## src/rtl/seq_compare_ctrl_if.sv

```systemverilog
// ----------------------------------------------------------------------------
// seq_compare_ctrl_if
//   Request/response bundle between a requesting FSM (master) and the
//   sequential magnitude comparator (slave).
//
//   start  : master -> slave, request a comparison (sampled only when idle)
//   A, B   : master -> slave, WIDTH-bit unsigned operands, latched on accept
//   busy   : slave -> master, comparison in progress
//   done   : slave -> master, one-cycle pulse, result just updated
//   A_lt_B : slave -> master, registered result A < B
//   A_eq_B : slave -> master, registered result A == B
//   A_gt_B : slave -> master, registered result A > B
// ----------------------------------------------------------------------------
interface seq_compare_ctrl_if #(
  parameter int WIDTH = 8
);
  logic             start;
  logic [WIDTH-1:0] A;
  logic [WIDTH-1:0] B;
  logic             busy;
  logic             done;
  logic             A_lt_B;
  logic             A_eq_B;
  logic             A_gt_B;

  modport master (
    output start, A, B,
    input  busy, done, A_lt_B, A_eq_B, A_gt_B
  );

  modport slave (
    input  start, A, B,
    output busy, done, A_lt_B, A_eq_B, A_gt_B
  );
endinterface

```

## src/rtl/seq_compare_ctrl.sv

```systemverilog
// ----------------------------------------------------------------------------
// seq_compare_ctrl
//   Multi-cycle unsigned magnitude comparator. The latched operands are
//   walked two bits per cycle, most-significant digit first, through one
//   shared 2-bit comparator slice. The walk stops at the first unequal digit
//   and a one-hot registered result is published with a one-cycle done pulse.
//
//   Ports:
//     clk   : rising-edge clock
//     rst_n : asynchronous active-low reset
//     bus   : seq_compare_ctrl_if.slave (start/A/B in, busy/done/results out)
//
//   Parameter WIDTH must be even and >= 2; D = WIDTH/2 digits.
//   Latency from accepted start to done is k cycles, k = index (1..D) of the
//   first differing digit from the MSB, or D when the operands are equal.
// ----------------------------------------------------------------------------

// 2-bit unsigned comparator slice: exactly one output is high.
module comparator_2bit (
  input  logic [1:0] i_a,
  input  logic [1:0] i_b,
  output logic       o_lt,
  output logic       o_eq,
  output logic       o_gt
);
  assign o_lt = (i_a <  i_b);
  assign o_eq = (i_a == i_b);
  assign o_gt = (i_a >  i_b);
endmodule

module seq_compare_ctrl #(
  parameter int WIDTH = 8
) (
  input  logic                clk,
  input  logic                rst_n,
  seq_compare_ctrl_if.slave   bus
);

  localparam int D     = WIDTH / 2;
  localparam int IDX_W = (D > 1) ? $clog2(D) : 1;
  localparam logic [IDX_W-1:0] IDX_TOP = IDX_W'(D - 1);

  typedef enum logic [1:0] {
    S_IDLE    = 2'd0,
    S_COMPARE = 2'd1,
    S_DONE    = 2'd2
  } state_t;

  state_t           r_state;
  state_t           w_state_nxt;

  logic [WIDTH-1:0] r_a;
  logic [WIDTH-1:0] r_b;
  logic [IDX_W-1:0] r_idx;
  logic             r_lt;
  logic             r_eq;
  logic             r_gt;

  logic [1:0]       w_a_dig;
  logic [1:0]       w_b_dig;
  logic             w_lt;
  logic             w_eq;
  logic             w_gt;
  logic             w_last;
  logic             w_decided;
  logic             w_busy;
  logic             w_done;

  // Digit select: bit offset is 2*idx, built by appending a zero LSB.
  assign w_a_dig = r_a[{r_idx, 1'b0} +: 2];
  assign w_b_dig = r_b[{r_idx, 1'b0} +: 2];

  comparator_2bit u_slice (
    .i_a  (w_a_dig),
    .i_b  (w_b_dig),
    .o_lt (w_lt),
    .o_eq (w_eq),
    .o_gt (w_gt)
  );

  assign w_last    = (r_idx == '0);
  // The walk ends on any unequal digit, or on an equal least-significant digit.
  assign w_decided = w_lt | w_gt | (w_eq & w_last);

  // State register
  always_ff @(posedge clk or negedge rst_n) begin
    if (!rst_n) begin
      r_state <= S_IDLE;
    end else begin
      r_state <= w_state_nxt;
    end
  end

  // Next-state logic
  always_comb begin
    w_state_nxt = r_state;
    case (r_state)
      S_IDLE:    if (bus.start) w_state_nxt = S_COMPARE;
      S_COMPARE: if (w_decided) w_state_nxt = S_DONE;
      S_DONE:    w_state_nxt = S_IDLE;
      default:   w_state_nxt = S_IDLE;
    endcase
  end

  // Output decode: pure functions of the state register, so busy/done are
  // glitch-free and have no path from the inputs.
  always_comb begin
    w_busy = 1'b0;
    w_done = 1'b0;
    case (r_state)
      S_COMPARE: w_busy = 1'b1;
      S_DONE:    w_done = 1'b1;
      default:   ;
    endcase
  end

  // Operand latch, digit index and result registers
  always_ff @(posedge clk or negedge rst_n) begin
    if (!rst_n) begin
      r_a   <= '0;
      r_b   <= '0;
      r_idx <= '0;
      r_lt  <= 1'b0;
      r_eq  <= 1'b0;
      r_gt  <= 1'b0;
    end else begin
      case (r_state)
        S_IDLE: begin
          if (bus.start) begin
            r_a   <= bus.A;
            r_b   <= bus.B;
            r_idx <= IDX_TOP;
          end
        end
        S_COMPARE: begin
          if (w_decided) begin
            // Slice outputs are mutually exclusive, so the result is one-hot.
            r_lt <= w_lt;
            r_gt <= w_gt;
            r_eq <= w_eq;
          end else begin
            r_idx <= r_idx - 1'b1;
          end
        end
        default: ;
      endcase
    end
  end

  assign bus.busy   = w_busy;
  assign bus.done   = w_done;
  assign bus.A_lt_B = r_lt;
  assign bus.A_eq_B = r_eq;
  assign bus.A_gt_B = r_gt;

endmodule

```

## src/flat_wrapper.sv

```systemverilog
// flat-port wrapper written by rule: the top's interface ports become plain ports
module seq_compare_ctrl_flat 
#(
  parameter int WIDTH = 8
)
  (clk, rst_n, bus_start, bus_A, bus_B, bus_busy, bus_done, bus_A_lt_B, bus_A_eq_B, bus_A_gt_B);
  seq_compare_ctrl_if #(.WIDTH(WIDTH)) bus_i ();
  input  logic clk;
  input  logic rst_n;
  input wire logic [$bits(bus_i.start)-1:0] bus_start;
  input wire logic [$bits(bus_i.A)-1:0] bus_A;
  input wire logic [$bits(bus_i.B)-1:0] bus_B;
  output wire logic [$bits(bus_i.busy)-1:0] bus_busy;
  output wire logic [$bits(bus_i.done)-1:0] bus_done;
  output wire logic [$bits(bus_i.A_lt_B)-1:0] bus_A_lt_B;
  output wire logic [$bits(bus_i.A_eq_B)-1:0] bus_A_eq_B;
  output wire logic [$bits(bus_i.A_gt_B)-1:0] bus_A_gt_B;
  assign bus_i.start = bus_start;
  assign bus_i.A = bus_A;
  assign bus_i.B = bus_B;
  assign bus_busy = bus_i.busy;
  assign bus_done = bus_i.done;
  assign bus_A_lt_B = bus_i.A_lt_B;
  assign bus_A_eq_B = bus_i.A_eq_B;
  assign bus_A_gt_B = bus_i.A_gt_B;
  seq_compare_ctrl #(.WIDTH(WIDTH)) u_core (.clk(clk), .rst_n(rst_n), .bus(bus_i));
endmodule
```

## config.mk

```make
export PLATFORM = sky130hd
export DESIGN_NAME = seq_compare_ctrl_flat
export DESIGN_NICKNAME = d
export VERILOG_FILES = /design/src/rtl/seq_compare_ctrl_if.sv /design/src/rtl/seq_compare_ctrl.sv /design/src/flat_wrapper.sv
export SDC_FILE = /design/constraint.sdc
export NUM_CORES = 1
export LEC_CHECK = 0
export ABC_CLOCK_PERIOD_IN_PS = 4570
export CORE_MARGIN = 5
export CORE_UTILIZATION = 34
export DETAILED_ROUTE_END_ITERATION = 12
export PLACE_DENSITY = 0.55
export SLEW_MARGIN = 20
export SYNTH_ARGS = -nofsm -noshare
export SYNTH_HDL_FRONTEND = slang
export SYNTH_SLANG_ARGS = --single-unit
```

## constraint.sdc

```tcl
create_clock -name clk -period 4.57 [get_ports clk]
set_input_delay 0.914 -clock clk [delete_from_list [all_inputs] [get_ports clk]]
set_output_delay 0.914 -clock clk [all_outputs]
set_load 0.01 [all_outputs]
```

==> flow_summary_export.csv, run 1 <==
group,metric,value,unit
critical_path,critical_path_required,3660,ps
global_route,busiest_layer,"met2",
route,dr_vias_cell,4.58,
floorplan,chipWidth,66.5,um
route,drt_first_pass_iters,4,
critical_path,crit_path_top_delay_cell,"clkdlybuf4s50_1",
synth,yosysWarningCount,0,
floorplan,placement_rows,20,
cells_and_area,multi_input_area,447,um2
sta,slew_violations,0,
cells_and_area,layout.nets,123,
sta,finalSetupViolations,0,
synth,syn_inst,75,
critical_path,cp-start-kind,"register",
job,drv_cap,0,
clock_tree,cts_root_buf,"clkbuf_4",
route,wirelength,1770,um
sta,fin_crit,2560,ps
clock_tree,worstSkewPairLatency,310,ps
clock_tree,cts.path.max_buffers,2,
placed_design,gp_congestion,0.723,
cells_and_area,finish.cell_count_without_fillers,144,
clock_tree,tritoncts_clock_tree,"done",
route,post-route-drc-count,0,
cells_and_area,seqCellArea,576,um2
cells_and_area,n_antenna_cell,0,
floorplan,start_util,35.5,%
pwr,ir_drop,228,uV
clock_tree,post_cts.resized_instances,0,
route,wl_per_cell,12.3,um
sta,setup_tns,0,ps
min_path,holdCritPathClass,"register to register",
critical_path,worstSetupPathType,"register to output port",
critical_path,cp_slowest_stage_delay,550,ps
clock_tree,cts_num_sinks,23,
global_route,grt_start_max_net_pins,24,
sta,final-hold-violation-count,0,
global_route,antenna_violations_before_repair,0,
placed_design,post-dp-hpwl,1350,um
global_route,grt_first_pass_wirelength,3220,um
floorplan,die_y,66.5,um
sta,rel_slew_slack,67.4,%
cells_and_area,post-route-cell-area,1370,um2
floorplan,floorplan.core_area,3050,um2
sta,tightestPinTransition,489,ps
critical_path,critPathCaptureType,"output port",
cells_and_area,num-fill-cells,306,
sta,finClkSkew,1.90,ps
run_status,status,"completed",
pwr,p_per_area,627,nW/um2
clock_tree,cts_max_level,1,
critical_path,crit_path_max_fanout,5,
synth,fraction_of_the_yosys_area_taken_by_sequential_cells,53.1,%
clock_tree,numCtsBuffers,3,
synth,syn_area_per_cell,14.4,um2
sta,maxClockFrequency,0.390,GHz
synth,synth-seq-cells,23,
floorplan,fp.dieArea,4420,um2
critical_path,worstPathCellList,"nand2b_1, inv_1, clkdlybuf4s50_1",
global_route,grt.met1_usage,12.5,%
placed_design,placed_cells_incl_taps,140,
global_route,groute.layer.met3.usage,4.55,%
route,remaining_number_of_nets_flagged_by_the_antenna_check_after_routing,0,
synth,synth.lib_cells_used.distinct,21,
synth,net_count_after_synthesis,97,
critical_path,critical_path_buf_inv_count,2,
global_route,gr-usage-all-layers,9.51,%
placed_design,placement.cell_area,1350,um2
sta,fraction_of_the_cycle_the_final_worst_path_needs,56.0,%
floorplan,floorplan.io_pins,24,
critical_path,critical-path-top-delay-family,"buffers and inverters",
global_route,first_global_vias,711,
clock_tree,cts.hold.buffers_added,0,
clock_tree,cts.reportedPaths.clkPinSlew,120,ps
placed_design,numPortBuffers,23,
cells_and_area,layout-drive-gt1-share,29.0,%
cells_and_area,synthToLayoutAreaGrowth,26.2,%
global_route,grt.overflow.total,0,
route,via_count,660,
critical_path,worstPathArrival,1650,ps
global_route,met2_usage,14.0,%
cells_and_area,finalCoreUtilization,44.8,%
pwr,p_leak,0.586,nW
sta,setup_repair_after_global_routing_missed_its_margin,"false",
synth,synth_area,1080,um2
clock_tree,post_cts_buffers,0,
route,detail_route.iter0.violations,13,
[cells in the final DEF, fill, tap and decap left out]
cell / n
a22oi_1: 1
buf_2: 1
buf_4: 1
clkbuf_4: 3
clkdlybuf4s50_1: 22
clkinv_2: 1
dfrtp_1: 23
ha_1: 3
inv_1: 8
mux2_2: 16
mux2i_1: 2
mux4_2: 4
nand2_1: 1
nand2b_1: 1
nor2_1: 2
nor2b_1: 3
nor3b_2: 1
nor4_4: 1
o211ai_1: 1
o21ai_0: 2
o31a_1: 1
o32ai_1: 1
or2_2: 1
[worst register-to-register path: cells and delay by family (launching register included)]
family / cells / cell delay (ps)
simple gates: 3 / 660
buf+inv: 1 / 80
fa+ha+maj: 1 / 150
mux: 1 / 550
flops: 1 / 550
[worst paths after layout]
check / startpoint / to / slack [ps] / depth (start not counted)
worst max-delay path: u_core.r_state[1]$_DFFE_PN0P_ / bus_busy / 2010 / 3
worst min-delay path: u_core.r_a[4]$_DFFE_PN0P_ / u_core.r_a[4]$_DFFE_PN0P_ / 520 / 1
worst max register to register: u_core.r_idx[0]$_DFFE_PN0P_ / u_core.r_state[0]$_DFFE_PN0P_ / 2470 / 6
worst min register to register: u_core.r_a[4]$_DFFE_PN0P_ / u_core.r_a[4]$_DFFE_PN0P_ / 520 / 1
max in group asynchronous: rst_n / u_core.bus.A_lt_B$_DFFE_PN0P_ / 3690 / 1
min in group asynchronous: rst_n / u_core.r_a[1]$_DFFE_PN0P_ / 550 / 1
[routing by layer]
layer / vias to the layer above / part of all wire, %
li1: 315 / -
met1: 325 / 45
met2: 18 / 48
met3: 2 / 6.9
met4: 0 / 0.74
met5: - / 0
[registers in the layout (all words and copies together), names as in the netlist]
| register | cells |
|---|---|
| u_core.r_state | 2 |
| u_core.r_b | 8 |
| u_core.bus.A_gt_B | 1 |
| u_core.r_idx | 2 |
| u_core.bus.A_eq_B | 1 |
| u_core.bus.A_lt_B | 1 |
| u_core.r_a | 8 |
[report_power, final]
part           leakage (nW)  switching (W)  internal (W)  total (W)
Clock                0.0177      0.0000596     0.0000327  0.0000923
Sequential            0.270      0.0000614      0.000302   0.000363
Combinational         0.299       0.000169      0.000234   0.000402
[metrics by stage]
stage / hold slack (ps) / total power, W / setup WS [ps]
6_report: 517 / 0.000858 / 2010
3_3_place_gp: 487 / 0.000768 / 2300
3_5_place_dp: 492 / 0.000782 / 2290
4_1_cts: 522 / 0.000876 / 1990
2_1_floorplan: 475 / 0.000672 / 2630
5_1_grt: 537 / 0.000940 / 1900
[kinds of logic (layout without fill, tap and decap cells)]
group	after synthesis	after routing	share of synthesized area (%)
simple gates	10	10	7.04
buf+inv	11	36	5.66
fa+ha+maj	3	3	3.46
mux	22	22	26.8
compound gates	6	6	3.93
flops	23	23	53.1
[layout make-up]
cell class / instances / area share [%]
clock inverter: 1 / 0.366
tap: 44 / 4.03
clock buffer: 3 / 1.65
sequential: 23 / 42.1
inverter: 8 / 2.20
timing repair buffer: 24 / 17.0
multi-input combinational: 41 / 32.7
[Yosys cell counts (all sizes together)]
cell type	n	area (um2)
a22oi	1	7.51
buf	3	31.3
dfrtp	23	576
ha	3	37.5
inv	8	30.0
mux2	16	180
mux2i	2	20.0
mux4	4	90.1
nand2	1	3.75
nand2b	1	6.26
nor2	2	7.51
nor2b	3	18.8
nor3b	1	12.5
nor4	1	21.3
o211ai	1	7.51
o21ai	2	10.0
o31a	1	8.76
o32ai	1	8.76
or2	1	6.26
(Power assumes the default switching activity.)
==> run 2, diff against run 1 <==
--- a/config.mk
+++ b/config.mk
@@ -5,11 +5,11 @@
 export SDC_FILE = /design/constraint.sdc
 export NUM_CORES = 1
 export LEC_CHECK = 0
-export ABC_CLOCK_PERIOD_IN_PS = 4570
+export ABC_CLOCK_PERIOD_IN_PS = 2200
 export CORE_MARGIN = 5
 export CORE_UTILIZATION = 34
 export DETAILED_ROUTE_END_ITERATION = 12
-export PLACE_DENSITY = 0.55
+export PLACE_DENSITY = 0.57
 export SLEW_MARGIN = 20
 export SYNTH_ARGS = -nofsm -noshare
 export SYNTH_HDL_FRONTEND = slang
==> constraint.sdc (replaced) <==
create_clock -name clk -period 2.2 [get_ports clk]
set_input_delay 0.44 -clock clk [delete_from_list [all_inputs] [get_ports clk]]
set_output_delay 0.44 -clock clk [all_outputs]
set_load 0.01 [all_outputs]
==> flow_summary_export.csv, run 2 (synthesis results as in run 1) <==
group,metric,value,unit
sta,fraction_of_the_cycle_the_final_worst_path_needs,95.1,%
critical_path,worstPathArrival,1650,ps
clock_tree,cts.path.max_buffers,2,
route,wl_met3,115,um
cells_and_area,n_antenna_cell,0,
pwr,power.combinational.fraction,47.0,%
sta,tightestPinTransition,296,ps
placed_design,placed_cells_incl_taps,141,
sta,setup_repair_after_global_routing_missed_its_margin,"false",
cells_and_area,synthToLayoutAreaGrowth,27.5,%
cells_and_area,num-fill-cells,293,
pwr,ir_drop,466,uV
clock_tree,post_cts_buffers,0,
route,drt_first_pass_iters,2,
critical_path,crit_path_max_fanout,5,
sta,slew_violations,0,
global_route,first_global_vias,715,
clock_tree,cts.reportedPaths.clkPinSlew,120,ps
floorplan,die_y,66.5,um
clock_tree,numCtsBuffers,3,
global_route,grt_first_pass_wirelength,3190,um
min_path,holdCritPathClass,"primary input to async pin",
pwr,p_leak,0.590,nW
pwr,sequentialPowerShare,42.3,%
critical_path,cp_slowest_stage_delay,550,ps
pwr,p_per_area,1290,nW/um2
placed_design,numPortBuffers,23,
critical_path,critPathCaptureType,"output port",
route,post-route-drc-count,0,
cells_and_area,final_cell_mix,"23 x clkdlybuf4s50_1, 22 x dfrtp_1, 16 x mux2_2",
floorplan,chipWidth,66.5,um
route,remaining_number_of_nets_flagged_by_the_antenna_check_after_routing,0,
pwr,internal_power,0.00118,W
pwr,share_clk_of_total_power,10.7,%
cells_and_area,reg_top3,"u_core.r_a x8, u_core.r_b x8",
sta,finalSetupViolations,0,
pwr,swShare,33.8,%
route,detail_route.iter0.violations,6,
sta,final.hold.worst_slack,466,ps
floorplan,floorplan.io_pins,24,
global_route,grt.overflow.total,0,
sta,finClkSkew,4.17,ps
placed_design,gp_congestion,0.817,
global_route,gr-usage-all-layers,9.66,%
sta,maxClockFrequency,0.478,GHz
route,wl_per_cell,12.2,um
route,top_signal_layer_used,"met4",
job,drv_cap,0,
route,dr_vias_cell,4.48,
run_status,status,"completed",
global_route,antenna_violations_before_repair,0,
pwr,p_switching,0.000604,W
sta,rel_slew_slack,80.1,%
cells_and_area,layout.cells.most_common,"clkdlybuf4s50_1",
clock_tree,cts_root_buf,"clkbuf_4",
placed_design,post-dp-hpwl,1360,um
critical_path,cp-start-kind,"register",
critical_path,crit_path_top_delay_cell,"clkdlybuf4s50_1",
floorplan,fp.dieArea,4420,um2
clock_tree,worstSkewPairLatency,310,ps
route,drt-met1-wl,844,um
global_route,grt_start_max_net_pins,24,
critical_path,critical_path_required,1760,ps
clock_tree,cts_max_level,1,
floorplan,placement_rows,20,
sta,setup_tns,0,ps
route,detailroute.wirelength.met2,794,um
route,via_count,650,
floorplan,start_util,35.5,%
clock_tree,tritoncts_clock_tree,"done",
floorplan,floorplan.core_area,3050,um2
route,wirelength,1770,um
sta,fin_crit,2090,ps
cells_and_area,layout-drive-gt1-share,29.7,%
critical_path,worstSetupPathType,"register to output port",
cells_and_area,layout.nets,124,
sta,final-hold-violation-count,0,
critical_path,worstPathCellList,"nand2b_1, inv_1, clkdlybuf4s50_1",
cells_and_area,finish.cell_count_without_fillers,145,
clock_tree,cts_num_sinks,23,
[run 2: cell type report]
type                       count  area [um2]  share of cell area, %
tap                           44        55.1                   3.99
multi-input combinational     41         447                   32.3
sequential                    23         577                   41.8
clock inverter                 1        5.00                  0.362
clock buffer                   3        22.5                   1.63
timing repair buffer          25         245                   17.8
inverter                       8        30.0                   2.17
[run 2: per-layer routing]
metal	up-vias	global-route usage, %
met5	-	0
met4	0	2.28
met2	19	14.4
met1	313	12.8
met3	5	4.38
li1	313	-
[run 2: critical path: cells and delay by family, from the launching register on]
kind                   cells  cell delay [ps]
AND/OR/NAND/NOR            1              220
buffers and inverters      2              710
flip-flops                 1              410
[run 2: path summary, 6_finish.rpt]
check                                               from                             to  slack, ps  depth (start not counted)
setup / recovery           u_core.r_state[1]$_DFFE_PN0P_                       bus_busy        110                          3
hold / removal                                     rst_n      u_core.r_a[5]$_DFFE_PN0P_        470                          2
setup reg to reg             u_core.r_idx[0]$_DFFE_PN0P_  u_core.bus.A_lt_B$_DFFE_PN0P_        210                          5
hold reg to reg                u_core.r_a[4]$_DFFE_PN0P_      u_core.r_a[4]$_DFFE_PN0P_        520                          1
max in group asynchronous                          rst_n    u_core.r_idx[0]$_DFFE_PN0P_       1500                          2
min in group clk               u_core.r_a[4]$_DFFE_PN0P_      u_core.r_a[4]$_DFFE_PN0P_        520                          1
[run 2: metrics by stage]
step | power [W] | instance area, um2 | worst slack, ps | util, %
after floorplan | 0.00140 | 1080 | 262 | -
after global placement | 0.00160 | 1350 | 148 | 44.3
after detailed placement | 0.00162 | 1350 | 104 | 44.3
after CTS | 0.00182 | 1380 | 70.9 | 45.2
after global routing | 0.00194 | 1380 | 0.586 | 45.2
final | 0.00179 | 1380 | 107 | 45.2
[run 2: repair_timing]
action,CTS,global route
hold buffers,0,0
endpoints found under the setup margin,0,1
gates resized for setup,0,1
[run 2: power groups by stage]
stage	Sequential, W	Clock (W)	Combinational, W
finish	0.000756	0.000192	0.000839
global route	0.000787	0.000215	0.000934
CTS	0.000759	0.000203	0.000855
detailed placement	0.000769	0	0.000851
global placement	0.000766	0	0.000838
floorplan	0.000725	0	0.000670
